--- config.mk ---
export PLATFORM = sky130hd
export DESIGN_NAME = beat_sequencer
export DESIGN_NICKNAME = d
export VERILOG_FILES = /design/src/rtl/beat_sequencer.sv
export SDC_FILE = /design/constraint.sdc
export NUM_CORES = 1
export LEC_CHECK = 0
export CELL_PAD_IN_SITES_DETAIL_PLACEMENT = 0
export CELL_PAD_IN_SITES_GLOBAL_PLACEMENT = 1
export CORE_ASPECT_RATIO = 0.8
export CORE_MARGIN = 8
export CORE_UTILIZATION = 36
export CTS_CLUSTER_SIZE = 10
export DETAILED_ROUTE_END_ITERATION = 10
export PLACE_DENSITY_LB_ADDON = 0.3
export SKIP_LAST_GASP = 1
export SLEW_MARGIN = 10
export SYNTH_ARGS = -nofsm -noshare
export SYNTH_HDL_FRONTEND = slang
export SYNTH_SLANG_ARGS = --single-unit
--- constraint.sdc ---
create_clock -name t3 -period 2.1 [get_ports t3]
set_clock_uncertainty 0.1 [all_clocks]
set_input_delay 0.315 -clock t3 [delete_from_list [all_inputs] [get_ports t3]]
set_output_delay 0.315 -clock t3 [all_outputs]
set_load 0.03 [all_outputs]
--- src/rtl/beat_sequencer.sv ---
// Machine-beat generator for the hardwired CPU controller: one-hot W1/W2/W3 beats,
// run/halt control from the start button, stop and single-step, and a completed-cycle counter.
//
// state | meaning
// ------+---------------------------------------------------------------
// HALT  | beat register frozen; waiting for a synchronised qd rising edge
// RUN   | beat advances on every t3; cycle completions counted
module beat_sequencer #(
    parameter int CNT_W       = 16,
    parameter int SYNC_STAGES = 2
) (
    input  logic             t3,
    input  logic             clr,
    input  logic             qd,
    input  logic             step_mode,
    input  logic             short,
    input  logic             long,
    input  logic             stop,
    output logic             w1,
    output logic             w2,
    output logic             w3,
    output logic             running,
    output logic             cyc_end,
    output logic [CNT_W-1:0] instr_cnt
);

    typedef enum logic {
        HALT = 1'b0,
        RUN  = 1'b1
    } state_t;

    localparam logic [2:0] BEAT_W1 = 3'b001;
    localparam logic [2:0] BEAT_W2 = 3'b010;
    localparam logic [2:0] BEAT_W3 = 3'b100;

    logic [SYNC_STAGES-1:0] sync_q;
    logic                   qd_prev_q;
    state_t                 state_q;
    logic [2:0]             beat_q;
    logic [2:0]             beat_d;
    logic                   cyc_end_q;
    logic [CNT_W-1:0]       cnt_q;
    logic                   qd_rise;
    logic                   complete;

    assign qd_rise = sync_q[SYNC_STAGES-1] & ~qd_prev_q;

    // Next beat while running; a cycle completes whenever the next beat is W1.
    always_comb begin
        beat_d   = BEAT_W1;
        complete = 1'b0;
        case (beat_q)
            BEAT_W1: begin
                if (short) begin
                    beat_d   = BEAT_W1;
                    complete = 1'b1;
                end else begin
                    beat_d = BEAT_W2;
                end
            end
            BEAT_W2: begin
                if (long) begin
                    beat_d = BEAT_W3;
                end else begin
                    beat_d   = BEAT_W1;
                    complete = 1'b1;
                end
            end
            default: begin
                beat_d   = BEAT_W1;
                complete = 1'b1;
            end
        endcase
    end

    always_ff @(posedge t3 or negedge clr) begin
        if (!clr) begin
            sync_q    <= '0;
            qd_prev_q <= 1'b0;
            state_q   <= HALT;
            beat_q    <= BEAT_W1;
            cyc_end_q <= 1'b0;
            cnt_q     <= '0;
        end else begin
            sync_q    <= {sync_q[SYNC_STAGES-2:0], qd};
            qd_prev_q <= sync_q[SYNC_STAGES-1];
            case (state_q)
                HALT: begin
                    cyc_end_q <= 1'b0;
                    if (qd_rise) begin
                        state_q <= RUN;
                    end
                end
                RUN: begin
                    // The beat advances even on the halting edge so a resumed run continues.
                    beat_q    <= beat_d;
                    cyc_end_q <= complete;
                    if (complete) begin
                        cnt_q <= cnt_q + CNT_W'(1);
                    end
                    if (stop || (step_mode && complete)) begin
                        state_q <= HALT;
                    end
                end
                default: begin
                    state_q   <= HALT;
                    cyc_end_q <= 1'b0;
                end
            endcase
        end
    end

    assign w1        = beat_q[0];
    assign w2        = beat_q[1];
    assign w3        = beat_q[2];
    assign running   = (state_q == RUN);
    assign cyc_end   = cyc_end_q;
    assign instr_cnt = cnt_q;

endmodule

* Word-level counts from Yosys, hierarchy flattened *
Cells that the tools add are included.

cells by class
  muxes and demuxes = 10
  add/sub/neg operators = 1
  equality and inequality tests = 2
  reductions and logical operators = 3
  bitwise gates (word level) = 3

operators with widths
  kind                                                                    count
  16-bit by 1-bit adder with 16-bit output (second input constant)        1
  1-bit case mux with 2 select lines                                      3
  3-bit case mux with 2 select lines                                      1
  1-bit 2-to-1 mux                                                        4
  3-bit by 1-bit equality test with 1-bit output (second input constant)  1
  3-bit by 2-bit equality test with 1-bit output (second input constant)  1
  3-bit 2-to-1 mux                                                        1
  2-bit 2-to-1 mux                                                        1
  1-bit inverter                                                          2
  2-bit AND reduction                                                     1
  1-bit bitwise AND                                                       1
  1-bit logical AND                                                       1
  1-bit logical OR                                                        1

storage, ports and cells
  bits in registers = 24
  input bits = 7
  word-level logic and storage cells = 25
  output and inout port bits = 21

* Depth between registers and ports, before layout *
  depth after elaboration = 6
  mapped depth = 6
  mapped depth without buffers = 5

* Worst setup path after synthesis *
OpenSTA, ideal clock, no wires.

  path kind = flip-flop to flip-flop
  start = reg beat_q[0]
  end = reg cnt_q[12], in the netlist instr_cnt[12]
  path buffers = 1
  cell stages (with the launch flop) = 7
  slack = 350 ps
  data arrival time = 1,515 ps
  period minus slack after synthesis = 1,750 ps
  library setup time = 135 ps
  required time = 1,865 ps
  cell sequence = dfstp_2 > nand2b_1 > o311ai_4 > inv_2 > buf_4 > nand4_1 > xnor2_1

between the ends
  longest elaborated chain between the ends = 3
  elaborated cells between the ends (all ways) = 4
  those cells by class = 2 x eq/ne; 1 x mux; 1 x reduce/logical

RTL lines
  what                                                                                                                     RTL line  text
  start, declared                                                                                                          39        logic [2:0] beat_q;
  start signal, assigned                                                                                                   96        beat_q <= beat_d;
  3-bit by 2-bit equality test with 1-bit output / 3-bit by 1-bit equality test with 1-bit output (equally long branches)  52        case (beat_q)
  1-bit case mux with 2 select lines *                                                                                     52
  2-bit AND reduction (no line) *                                                                                          -
  end signal, assigned                                                                                                     99        cnt_q <= cnt_q + CNT_W'(1);
  end, declared                                                                                                            42        logic [CNT_W-1:0] cnt_q;

Mark *: on every way between the ends. The rest lies on a longest branch, timed or not.
A chain may end at the register's enable or synchronous reset.

* Final worst setup path *
  start = reg beat_q[0]
  end = out w1

RTL lines
  what           RTL line  text
  end, declared  19        output logic w1,

No word-level cell between the ends.

==> flow_summary.ini <==
[pwr]
p_sw_mw = 0.543
intPower_mw = 0.842
sw_frac_of_total = 0.392
power_leakage_nw = 0.593
power_mw = 1.39
power_density_mw_per_mm2 = 1010
p_seq_frac = 0.461
pwr-share-comb = 0.392
ir_worst_vdd_v = 0.000553
clkPwrFrac = 0.147

[global_route]
antenna_found_initial = 0
grt_max_degree = 25
grt_pass1_vias = 750
grt_remaining_overflow = 0
grt_use_total = 0.0937
grt_pass1_wl_um = 3530

[timing]
drv_slew = 0
rsz0062_at_grt = no
setup_viol_count_final = 0
fin_crit_sh = 0.950
slew_headroom = 0.716
min_period_ns = 2.00
worstMarginPinSlew_ns = 0.425
tns_ns = 0
holdWs_ns = 0.248
finalHoldViolCount = 0
timing.fmax_mhz = 501

[floorplan]
core_area_mm2 = 0.00274
die_area_mm2 = 0.00482
rows = 17
start_util = 0.374
io-pin-count = 28
die_h_um = 63.8
die-width_um = 75.7

[detailed_routing]
wl_per_cell_um = 13.7
dr_wl_met3_um = 182
antenna_left = 0
drt_iter0_drc = 44
drc = 0
m1WireLength_um = 1020
dr_wl_met2_um = 921
firstDrtPassIters = 4
vias = 751
routed_wl_um = 2140
via_per_inst = 4.81
highest-signal-layer = met4

[logic_synthesis]
synthCells = 86
synth_area_mm2 = 0.00103
synth-seq-cells = 24
yosysWarnings = 0
synth.distinct_cells = 24
ys_seq_area_frac = 0.587
avgSynthCellArea_um2 = 11.9
synth.net_count = 94

[clocking]
cts_inserted_buffers = 3
post-cts-setup-buffers = 0
ctsHoldBuffers = 0
cts-root-buf = clkbuf_4
cts_tree = yes
clkSlewWorstSetupHoldPaths_ns = 0.12
cts_max_level = 1
cts.path.max_buffers = 2
cts_sinks = 24
cts_resized = 0
clkLatencyLatePin_ns = 0.31

[setup_path]
cp_data_required_time_ns = 1.68
cp_cell_sequence = clkdlybuf4s50_1
startpoint_type = flop
crit_family = buffers and inverters
rrSetupSlack_ns = 0.34
worstPathMaxFanout = 5
r2r-start = beat_q[0]$_DFFE_PN1P_
critical_path_arrival_ns = 1.58
startpoint = beat_q[0]$_DFFE_PN1P_
worst-path-buf-inv = 1
crit_path_end_kind = output port
rr_worst_depth = 5
r2r_end = instr_cnt[8]$_DFFE_PN0P_
worstSetupPathType = flop to output port
max_stage_delay_ns = 0.68
cpMaxStageDelayCell = clkdlybuf4s50_1

[finish]
diodes = 0
postLayoutCoreUtil = 0.502
syn2layout_area_growth_pct = 34.3
finalNetCount = 127
regArea_um2 = 602
fill_cells = 259
multi_input_area_um2 = 398
layout-drive-gt1-share = 0.0678

[outcome]
outcome = finished clean

[worst_hold_path]
hold_path.class = input port to async pin

[place]
gp_congestion = 0.707
place_hpwl_um = 1620
port-buffer-count = 27

[run]
cap_violations = 0
-- through the flow --
stage | instances | cell area [um2] | setup WS (ns)
after CTS | 156 | 1380 | 0.0872
after global placement | 152 | 1350 | 0.244
after global routing | 156 | 1380 | 0.0709
after floorplan | 86 | 1030 | 0.350
after detailed placement | 152 | 1350 | 0.205
final | 156 | 1380 | 0.105
-- cell type report --
type,count,area share
Timing Repair Buffer,29,0.207
Tap cell,38,0.0345
Inverter,5,0.0136
Clock buffer,4,0.0191
Sequential cell,24,0.437
Multi-Input combinational cell,56,0.289
-- placed cells by master, fill, tap and decap left out, drive strengths merged --
master         synthesis  layout
and2                   1       1
o311ai                 1       1
ha                     1       1
a21oi                  2       2
dfstp                  1       1
nor3b                  1       1
clkdlybuf4s50          0      27
o32ai                  1       1
inv                    5       5
nand4bb                1       1
dfrtp                 23      23
nand4                  7       7
buf                    1       2
nand2b                 3       3
o31ai                  1       1
o21ai                  1       1
and4                   2       2
nor4                   3       3
and3                   2       2
nor3                   1       1
nand3                  5       5
xnor2                 11      11
clkbuf                 0       4
xor2                   4       4
nand2                  8       8
-- state kept, by name, indices dropped and copies added, names as in the netlist --
signal / count
instr_cnt: 16
beat_q: 3
sync_q: 2
cyc_end: 1
qd_prev_q: 1
running: 1
-- cell families (layout without fill, tap and decap cells) --
logic type	Yosys count	after routing	share of synthesized area
buf+inv	6	38	0.0256
simple gates	34	34	0.191
flops	24	24	0.587
compound gates	6	6	0.0561
xor+xnor	15	15	0.128
fa+ha+maj	1	1	0.0122
-- power groups by stage --
stage,clock [mW],combinational (mW),sequential [mW]
floorplan,0,0.178,0.786
global placement,0,0.540,0.645
detailed placement,0,0.547,0.646
CTS,0.216,0.550,0.638
global route,0.226,0.578,0.654
finish,0.204,0.543,0.639
-- synth_stat cells --
cell | number | area share
o31ai_1 | 1 | 0.0073
o311ai_4 | 1 | 0.026
o21ai_1 | 1 | 0.0049
a21oi_1 | 2 | 0.0098
nor4_1 | 3 | 0.018
o32ai_1 | 1 | 0.0085
nand4_1 | 7 | 0.043
dfstp_2 | 1 | 0.026
xor2_1 | 4 | 0.034
nand2_1 | 8 | 0.029
ha_1 | 1 | 0.012
dfrtp_1 | 23 | 0.56
nand2b_1 | 3 | 0.018
inv_2 | 1 | 0.0037
nor3_1 | 1 | 0.0049
buf_4 | 1 | 0.0073
and4_1 | 2 | 0.017
xnor2_1 | 11 | 0.094
nor3b_1 | 1 | 0.0073
and2_1 | 1 | 0.0061
nand4bb_1 | 1 | 0.011
inv_1 | 4 | 0.015
and3_1 | 2 | 0.012
nand3_1 | 5 | 0.024
-- per-layer routing --
layer | vias to the layer above | global-route usage
li1 | 366 | -
met1 | 358 | 0.121
met2 | 23 | 0.135
met3 | 4 | 0.0436
met4 | 0 | 0.0287
met5 | - | 0
-- worst max path at each step --
stage / end / slack, ns / depth (start not counted)
floorplan: instr_cnt[12]$_DFFE_PN0P_ / 0.35 / 6
global placement: instr_cnt[9]$_DFFE_PN0P_ / 0.24 / 5
detailed placement: instr_cnt[8]$_DFFE_PN0P_ / 0.20 / 5
CTS: w1 / 0.09 / 1
global route: w1 / 0.07 / 1
finish: w1 / 0.10 / 1
Note: power is estimated with default switching activity, not from simulation.
==> edit 1 (same settings) <==
`SYNC_STAGES`: 2 -> 4.
--- a/src/rtl/beat_sequencer.sv
+++ b/src/rtl/beat_sequencer.sv
@@ -7,7 +7,7 @@
 // RUN   | beat advances on every t3; cycle completions counted
 module beat_sequencer #(
     parameter int CNT_W       = 16,
-    parameter int SYNC_STAGES = 2
+    parameter int SYNC_STAGES = 4
 ) (
     input  logic             t3,
     input  logic             clr,
Formal check against the unedited RTL: not equivalent (Yosys sat finds a counterexample within 4 cycles, from zero or initial values).
==> edit 1 against the original RTL <==
Area after synthesis up 6.8%; design area grew 8.2%; first-iteration DRC count down 41%; power rose by 18%; worst setup slack better by 0.0028 ns; sequential cell count rose by 2; wire length shrank 0.61%; critical path type unchanged.
==> edit 1: results (changes against the original RTL) <==
Finished Layout Cells 154 (-1.3%); cell count of the worst reg-to-reg path 3 (-2); clock share of power 25.0% (+10 points); synth top area cells dfrtp_1 (57%), xnor2_1 (9.6%), nand4_1 (5.1%); Max clock buf depth 2 (unchanged); CP peak stage delay 0.70 ns (+0.02 ns); wire length on met1 991 um (-2.5%); Vias 745 (-0.80%); Logic inverters 1 (-4); Gate Count Post-Synth 83 (-3.5%); met1 usage 11.7% (-0.40 points); post-synthesis net count 91 (-3.2%); Avg WL per Cell 13.8 um (+0.68%); sequential cell area share 43.7% (+0.057 points); WL met3 199 um (+9.3%); switching part of the total 33.8% (-5.4 points); outcome finished clean; met3 Resource Use GR 5.31% (+0.95 points); f_max 0.502 GHz (+0.14%); Synth Area per Inst 13.2 um^2 (+11%); wire length on met2 920 um (-0.11%); met2 Use GR 12.7% (-0.76 points); first-pass GRT wire length 3720 um (+5.5%); Tightest Hold Check Type flop to flop; fraction of registers with async set/reset 100% (unchanged); Clk power 0.409 mW (+100%); gpl congestion 0.753 (+6.5%); Reg2Reg Setup Slack 0.46 ns (+0.12 ns); clock-cell share of area 4.79% (+2.9 points); number of non-clock buffers 28 (-3.4%); post-CTS sizing 0 (unchanged); setup slack at placement 0.150 ns (-0.0545 ns); Detailed Route Iter0 Violations 26 (-41%); non-clk buf share 18.6% (-2.1 points); Sequential Power 0.700 mW (+9.5%); GRT Util Overall 9.10% (-0.26 points); layout cells sized above 1 11.4% (+4.6 points); Yosys cell types 25 (+4.2%); Clock transition at path regs 0.09 ns (-0.03 ns); hold_ws 0.259 ns (+0.0112 ns); reg-to-reg critical path endpoint instr_cnt[1]$_DFFE_PN0P_; Yosys reg bits 26 (+8.3%); sequential-to-total area share from yosys stat 59.5% (+0.82 points); comb_multi_in 55 (-1.8%); Slew @ Worst Pin 0.421 ns (-0.00358 ns); fillcell total 267 (+3.1%); reported leakage power 0.600 nW (+1.2%); Reg area 652 um^2 (+8.3%); DP Area 1420 um^2 (+5.0%); largest net degree at the start of global routing 27 (+8.0%); Multi-input gate area 435 um^2 (+9.4%)
==> edit 1: changes by cell type after synthesis, sizes merged, moves of 2 or more <==
cell | unedited run | this run
inv | 5 | 1
nand3 | 5 | 2
nor4 | 3 | 0
a21oi | 2 | 0
and3 | 2 | 4
dfrtp | 23 | 25
nand2b | 3 | 1
nand4 | 7 | 9
nor2 | 0 | 2
nor3 | 1 | 3
==> edit 1: kinds of logic after synthesis <==
group | after synthesis | synth area share, %
and+or+nand+nor | 34 | 22.6
DFF | 26 | 59.5
xor gates and xnor gates | 15 | 12.0
AOI/OAI and AO/OA | 4 | 2.97
buffers and inverters | 2 | 0.798
muxes | 1 | 1.03
adders and majority gates | 1 | 1.14
==> edit 1: worst reg2reg max path: cells and delay by family, from the launching register on <==
kind | cells | cell delay, ns
flip-flops | 1 | 0.61
multiplexers | 1 | 0.39
AND/OR/NAND/NOR | 2 | 0.44
==> edit 2 (config.mk and constraints unchanged) <==
Made on the original files. Register the outputs `w1`, `w2`, `w3` and `running`, cleared by the reset; this adds one clock of latency there. The other outputs are not delayed to match. Comments in the files are not updated.
--- a/src/rtl/beat_sequencer.sv
+++ b/src/rtl/beat_sequencer.sv
@@ -110,10 +110,19 @@
         end
     end
 
-    assign w1        = beat_q[0];
-    assign w2        = beat_q[1];
-    assign w3        = beat_q[2];
-    assign running   = (state_q == RUN);
+    always_ff @(posedge t3 or negedge clr) begin
+        if (!clr) begin
+            w1      <= '0;
+            w2      <= '0;
+            w3      <= '0;
+            running <= '0;
+        end else begin
+            w1      <= beat_q[0];
+            w2      <= beat_q[1];
+            w3      <= beat_q[2];
+            running <= (state_q == RUN);
+        end
+    end
     assign cyc_end   = cyc_end_q;
     assign instr_cnt = cnt_q;
 
Function: changed (Yosys sat finds a counterexample within 4 cycles, from zero or initial values).
==> edit 2 against the original RTL <==
Sequential cell count increased by 4; sequential power increased by 18%; worst setup slack improved by 0.15 ns; register-to-register slack got worse by 0.02 ns; wire length increased by 1.3%; design area increased by 10%; area after synthesis increased by 9.8%; critical path depth unchanged; power increased by 22%; largest cell class unchanged; highest routed layer unchanged.
==> edit 2: results (changes against the original RTL) <==
outcome finished clean; fraction of registers with async set/reset 100% (unchanged); hold_sp sync_q[0]$_DFF_PN0_; htree depth 1 (unchanged); synth top area cells dfrtp_1 (60%), xnor2_1 (8.6%), nand4_1 (3.9%); post-synthesis net count 98 (+4.3%); largest net degree at the start of global routing 29 (+16%); reg-to-reg critical path endpoint instr_cnt[4]$_DFFE_PN0P_; Nets 130 (+2.4%); max reg flops 16 (unchanged); DR vias/cell 4.59 (-4.7%); first-pass GRT wire length 3890 um (+10%); number of global-route vias before repair 789 (+5.2%); TritonCTS buffer count 3 (unchanged); Clock transition at path regs 0.08 ns (-0.04 ns); Hold Path End sync_q[1]$_DFF_PN0_; most instantiated cells after synthesis dfrtp_1 (27), xnor2_1 (11), nand2_1 (8); CP delay by family, top buffers and inverters; Max FO, Critical Path 6 (+1); VDD IR max 0.648 mV (+17%); cell count of the worst reg-to-reg path 5 (unchanged); Tightest Hold Check Type flop to flop; Post CTS Setup Buffer Count 0 (unchanged); initial antenna violation count 0 (unchanged); Reg2Reg Setup Slack 0.32 ns (-0.02 ns); GRT Util Overall 9.57% (+0.21 points); Yosys cell types 24 (unchanged); layout cells sized above 1 6.61% (-0.17 points); slew margin rel. 71.2% (-0.37 points); Port-buffer cells 27 (unchanged); Max clock buf depth 2 (unchanged); clock root cell clkbuf_8; reported leakage power 0.660 nW (+11%); WHS Path Cells 0; Skew-Pair Late Insertion Delay 0.27 ns (-0.04 ns); dpl hpwl 1660 um (+2.4%); gpl congestion 0.811 (+15%); fillcell total 275 (+6.2%); setup slack at placement 0.164 ns (-0.0406 ns); crit path DAT 1.43 ns (-0.15 ns); Pint 1.12 mW (+33%); Detailed Route Iter0 Violations 47 (+6.8%); Setup WS post-layout 0.250 ns (+0.145 ns); Finished Layout Cells 161 (+3.2%); drt pass-1 iters 4 (unchanged); Reg-to-Reg Start beat_q[0]$_DFFE_PN1P_; sequential-to-total area share from yosys stat 62.3% (+3.7 points); ANT cells 0 (unchanged); Avg WL per Cell 13.5 um (-1.9%); hold_ws 0.265 ns (+0.0169 ns); CP peak stage delay 0.72 ns (+0.04 ns); post-CTS sizing 0 (unchanged); slowest CP cell clkdlybuf4s50_1; Synth Area per Inst 12.5 um^2 (+4.9%); Ys Warns 0 (unchanged)
## edit 2: cell type report
cell class,count,area share [%]
flip-flops and latches,28,46.2
inverters,5,1.24
clock inverters,1,1.98
well taps,40,3.30
clock buffers,3,2.72
repair buffers,28,18.3
multi-input cells,56,26.2
## edit 2: cell families (layout without fill, tap and decap cells)
family                     after synthesis  in the layout  share of synthesized area [%]
and+or+nand+nor                         34             34                           17.4
DFF                                     28             28                           62.3
xor gates and xnor gates                15             15                           11.7
AOI/OAI and AO/OA                        6              6                           5.11
buffers and inverters                    6             37                           2.33
adders and majority gates                1              1                           1.11
## edit 2: metal layers
metal	global-route usage, %	wire length, um
met1	12.3	1060
met4	2.76	20
met2	13.8	902
met3	4.76	183
met5	0	0
## edit 2: power groups by stage
| stage | registers, mW | clock network, mW | logic, mW |
|---|---|---|---|
| 5_1_grt | 0.774 | 0.454 | 0.574 |
| 3_5_place_dp | 0.765 | 0 | 0.536 |
| 6_report | 0.753 | 0.413 | 0.530 |
| 3_3_place_gp | 0.760 | 0 | 0.529 |
| 4_1_cts | 0.756 | 0.427 | 0.537 |
| 2_1_floorplan | 0.893 | 0 | 0.178 |
## edit 2: worst max-delay path by stage
stage	from	to
floorplan	instr_cnt[2]$_DFFE_PN0P_	instr_cnt[15]$_DFFE_PN0P_
global placement	short	instr_cnt[4]$_DFFE_PN0P_
detailed placement	short	instr_cnt[4]$_DFFE_PN0P_
CTS	instr_cnt[2]$_DFFE_PN0P_	instr_cnt[2]
global route	instr_cnt[2]$_DFFE_PN0P_	instr_cnt[2]
finish	instr_cnt[2]$_DFFE_PN0P_	instr_cnt[2]
## edit 2: through the flow
stage	util, %	cell area (um^2)
3_5_place_dp	47.6	1450
6_report	49.9	1520
2_1_floorplan	-	1130
3_3_place_gp	47.6	1450
5_1_grt	49.9	1520
4_1_cts	49.9	1520
